===== src/rtl/serial_word_loader.sv =====
// MSB-first serial-to-parallel loader: assembles K-bit frames and strobes `load` with the new `word`.
// Optional even-parity bit per frame when SERIAL_WORD_LOADER_PARITY_EN is defined.
module serial_word_loader #(
  parameter int K = 16
) (
  input  logic         clk,
  input  logic         reset,
  input  logic         sin,
  input  logic         sen,
  output logic [K-1:0] word,
  output logic         load,
  output logic         busy,
  output logic         abort,
  output logic         perr
);

  localparam int CW = $clog2(K + 1);
  localparam logic [CW-1:0] LAST = CW'(K - 1);

  typedef enum logic [1:0] {
    IDLE,
    SHIFT,
`ifdef SERIAL_WORD_LOADER_PARITY_EN
    PARITY,
`endif
    DONE
  } state_t;

  state_t         state, state_next;
  logic [CW-1:0]  count, count_next;
  logic [K-1:0]   shreg, shreg_next, word_next;
  logic [K-1:0]   shifted;
  logic           abort_next, perr_next;

  assign shifted = {shreg[K-2:0], sin};

  always_comb begin
    // NOTE: every variable gets a default first so no path leaves it unassigned (no latches).
    state_next = state;
    count_next = count;
    shreg_next = shreg;
    word_next  = word;
    abort_next = 1'b0;
    perr_next  = 1'b0;
    case (state)
      // DONE behaves like IDLE so a following frame can start with no gap cycle.
      IDLE, DONE: begin
        if (sen) begin
          shreg_next = {{(K-1){1'b0}}, sin};
          count_next = CW'(1);
          state_next = SHIFT;
        end else begin
          state_next = IDLE;
        end
      end
      SHIFT: begin
        if (!sen) begin
          abort_next = 1'b1;
          state_next = IDLE;
        end else begin
          shreg_next = shifted;
          count_next = count + CW'(1);
          if (count == LAST) begin
`ifdef SERIAL_WORD_LOADER_PARITY_EN
            state_next = PARITY;
`else
            word_next  = shifted;
            state_next = DONE;
`endif
          end
        end
      end
`ifdef SERIAL_WORD_LOADER_PARITY_EN
      PARITY: begin
        if (!sen) begin
          abort_next = 1'b1;
          state_next = IDLE;
        end else if ((^shreg ^ sin) == 1'b0) begin
          word_next  = shreg;
          state_next = DONE;
        end else begin
          perr_next  = 1'b1;
          state_next = IDLE;
        end
      end
`endif
      default: state_next = IDLE;
    endcase
  end

  // NOTE: the shift register is plain flops, so it is reset along with the rest of the state.
  always_ff @(posedge clk or negedge reset) begin
    if (!reset) begin
      state <= IDLE;
      count <= '0;
      shreg <= '0;
      word  <= '0;
      abort <= 1'b0;
      perr  <= 1'b0;
    end else begin
      // NOTE: sequential state uses non-blocking assignments so all flops update together.
      state <= state_next;
      count <= count_next;
      shreg <= shreg_next;
      word  <= word_next;
      abort <= abort_next;
      perr  <= perr_next;
    end
  end

  // Decoded from the state register, so these stay free of input-to-output paths.
  assign load = (state == DONE);
`ifdef SERIAL_WORD_LOADER_PARITY_EN
  assign busy = (state == SHIFT) || (state == PARITY);
`else
  assign busy = (state == SHIFT);
`endif

endmodule


===== config.mk =====
export PLATFORM = sky130hd
export DESIGN_NAME = serial_word_loader
export DESIGN_NICKNAME = d
export VERILOG_FILES = /design/src/rtl/serial_word_loader.sv
export SDC_FILE = /design/constraint.sdc
export NUM_CORES = 1
export LEC_CHECK = 0
export CELL_PAD_IN_SITES_DETAIL_PLACEMENT = 1
export CELL_PAD_IN_SITES_GLOBAL_PLACEMENT = 2
export CORE_MARGIN = 2
export CORE_UTILIZATION = 39
export DETAILED_ROUTE_END_ITERATION = 10
export MAX_ROUTING_LAYER = met4
export PLACE_DENSITY_LB_ADDON = 0.1
export SLEW_MARGIN = 20
export SYNTH_ARGS = -nofsm -noshare
export SYNTH_HDL_FRONTEND = slang
export SYNTH_SLANG_ARGS = --single-unit

===== constraint.sdc =====
create_clock -name clk -period 3.78 [get_ports clk]
set_input_delay 1.134 -clock clk [delete_from_list [all_inputs] [get_ports clk]]
set_output_delay 1.134 -clock clk [all_outputs]
set_load 0.05 [all_outputs]

==> flow_summary.yaml <==
run_status:
  status: "finished clean"
clock_network:
  hold_buffers: 0
  cts_max_level: 2
  clockRootBuffer: "clkbuf_8"
  clock_sinks: 39
  cts_buffer_depth: 2
  path_clk_slew_ps: 70
  cts_resized: 0
  clock_latency_ps: 290
  post_cts_buffers: 0
  cts_tree: "built"
  cts_buffers: 5
die:
  dieArea_um2: 4490
  die_h_um: 67.0
  initial_utilization_pct: 41.3
  die_w_um: 67.0
  boundaryPins: 24
  coreArea_um2: 3740
  rows: 22
worst_setup_path:
  required_ps: 2650
  reg2reg_to: "word[15]"
  reg2reg_from: "count[0]"
  path_cells: "or2b_1 > inv_1 > clkdlybuf4s50_1"
  cp_slowest_cell: "clkdlybuf4s50_1"
  rrSetupSlack_ps: 1980
  cp.arrival_ps: 1820
  critPathBufInv: 2
  r2r_cells: 5
  crit_family: "buffers and inverters"
  path_max_fanout: 4
  slowest_delay_ps: 790
  start_kind: "flop"
  endpoint_kind: "output port"
  path_class: "flop to output port"
finish:
  drive_above_1_share_pct: 22.2
  finalNetCount: 131
  fin_area_um2: 1880
  syn_to_final_growth_pct: 21.3
  post-route-util_pct: 50.1
  fillCellCount: 388
  n_antenna_cell: 0
  multi_input_area_um2: 507
  seq_area_um2: 976
placement:
  placed_area_um2: 1780
  port_buffers: 22
  pre_cts_ws_ps: 940
  dp_hpwl_um: 1620
  place_congestion: 0.686
timing:
  rsz0062_at_grt: "no"
  worst_pin_slew_ps: 847
  final_max_slew_viol_count: 0
  period_minus_slack_ps: 2960
  max_freq_mhz: 338
  clock_skew_ps: 3.12
  max_slew_margin_pct: 43.6
  hold_violations: 0
  finalSetupTns_ps: 0
  setup_viol: 0
  setup_slack_ps: 821
  fin_crit_sh_pct: 78.3
hold_path:
  hp-start: "state[0]"
  holdPathEnd: "state[0]"
  hold_depth: 1
  hold_class: "flop to flop"
global_routing:
  gr-total-overflow: 0
  grt_pass1_vias: 897
  grt_pass1_wl_um: 4370
  grt_max_degree: 40
  antenna_found_initial: 0
  track_usage_pct: 14.1
detailed_routing:
  finalWirelength_um: 2580
  vias_per_cell: 5.14
  drc: 0
  postRouteAntennaNets: 0
  drt_iter0_markers: 35
  vias: 894
  drtPass1Iterations: 4
  avgRoutedWirePerCell_um: 14.8
yosys:
  syn_avg_cell_area_um2: 15.2
  syn_nets: 108
  synthCells: 102
  synthDistinctLibCells: 26
  synth_seq_area_share_pct: 63.1
  synth.cell_area_um2: 1550
  synth_seq_cells: 39
  ys_warn_count: 0
job:
  cap_violations: 0
power_and_ir_drop:
  pwr-share-clk_pct: 35.2
  power.internal_mw: 0.646
  peakVddDrop_mv: 0.169
  p_leak_nw: 0.956
  powerDensity_nw_per_um2: 459
  switchingPower_mw: 0.216
  combPwrFrac_pct: 11.3
  p_sw_share_pct: 25.0
  p_seq_share_pct: 53.5
==> cell usage after synthesis <==
cell	count	area, um2
a211o_1	1	8.76
a21bo_2	1	10.0
a21oi_1	2	10.0
a22o_1	15	131
a31oi_1	1	6.26
and2b_1	1	7.51
and3_1	2	12.5
and3b_2	1	10.0
buf_2	1	5.00
buf_4	2	15.0
buf_6	2	22.5
clkbuf_1	1	3.75
conb_1	1	3.75
dfrtp_1	39	976
ha_1	2	25.0
inv_1	5	18.8
mux2_2	8	90.1
mux2_4	9	135
mux2i_1	1	10.0
nand2_4	1	11.3
nand2b_1	1	6.26
nand3_1	1	5.00
nor2_1	1	3.75
nor4_1	1	6.26
o22ai_1	1	6.26
or2b_1	1	7.51
==> registers in the layout, summed over array words and instances (netlist names) <==
signal / flops
abort: 1
shreg: 15
word: 16
count: 5
state: 2
==> stage by stage <==
stage | instances | power (mW) | hold WS, ps
6_report | 174 | 0.862 | 503
3_3_place_gp | 166 | 0.565 | 489
4_1_cts | 174 | 0.877 | 509
3_5_place_dp | 166 | 0.568 | 495
5_1_grt | 174 | 0.910 | 533
2_1_floorplan | 102 | 0.534 | 462
==> power by group through the flow <==
stage / logic, mW / registers (mW) / clock network [mW]
after floorplan: 0.0474 / 0.487 / 0
after global placement: 0.0970 / 0.468 / 0
after detailed placement: 0.0991 / 0.469 / 0
after CTS: 0.0994 / 0.461 / 0.316
after global routing: 0.108 / 0.466 / 0.336
final: 0.0975 / 0.461 / 0.303
==> layout by cell type (no fill, tap or decap) <==
master,synthesis,final
clkbuf_8,0,7
mux2_2,8,8
and2b_1,1,1
conb_1,1,1
a21oi_1,2,2
inv_1,5,5
nand3_1,1,1
dfrtp_1,39,39
a21bo_2,1,1
a211o_1,1,1
or2b_1,1,1
mux2_4,9,9
clkdlybuf4s50_1,0,21
clkbuf_1,1,1
and3_1,2,2
and3b_2,1,1
nand2b_1,1,1
o22ai_1,1,1
ha_1,2,2
mux2i_1,1,1
buf_2,1,1
a22o_1,15,15
nor2_1,1,1
a31oi_1,1,1
nand2_4,1,1
nor4_1,1,1
==> routing by layer <==
layer	routed length, um	GRT usage, %	vias up
met5	0	-	-
met1	1250	18.6	454
li1	-	-	409
met3	133	4.22	7
met4	76	9.18	0
met2	1110	18.8	24
==> cell families (layout without fill, tap and decap cells) <==
| family | after synthesis | count (layout) | synth area share (%) |
|---|---|---|---|
| DFF | 39 | 39 | 63.1 |
| AOI/OAI and AO/OA | 21 | 21 | 11.2 |
| adders and majority gates | 2 | 2 | 1.62 |
| muxes | 18 | 18 | 15.2 |
| other | 1 | 1 | 0.242 |
| buffers and inverters | 11 | 35 | 4.20 |
| and+or+nand+nor | 10 | 10 | 4.53 |
==> cell type report <==
| cell class | count | area share (%) |
|---|---|---|
| Sequential cell | 39 | 52.0 |
| Multi-Input combinational cell | 52 | 27.0 |
| Timing Repair Buffer | 22 | 11.5 |
| Clock buffer | 8 | 5.33 |
| Tap cell | 48 | 3.20 |
| Inverter | 5 | 1.00 |
==> worst max-delay path by stage <==
stage                     endpoint  depth (start not counted)  slack, ps     start
after floorplan               busy                          2       1710  state[1]
after global placement     word[3]                          4        950       sen
after detailed placement  word[11]                          4        940       sen
after CTS                     busy                          3        800  state[1]
after global routing          busy                          3        750  state[1]
final                         busy                          3        820  state[1]
No activity file was read; power rests on OpenSTA's default activity.
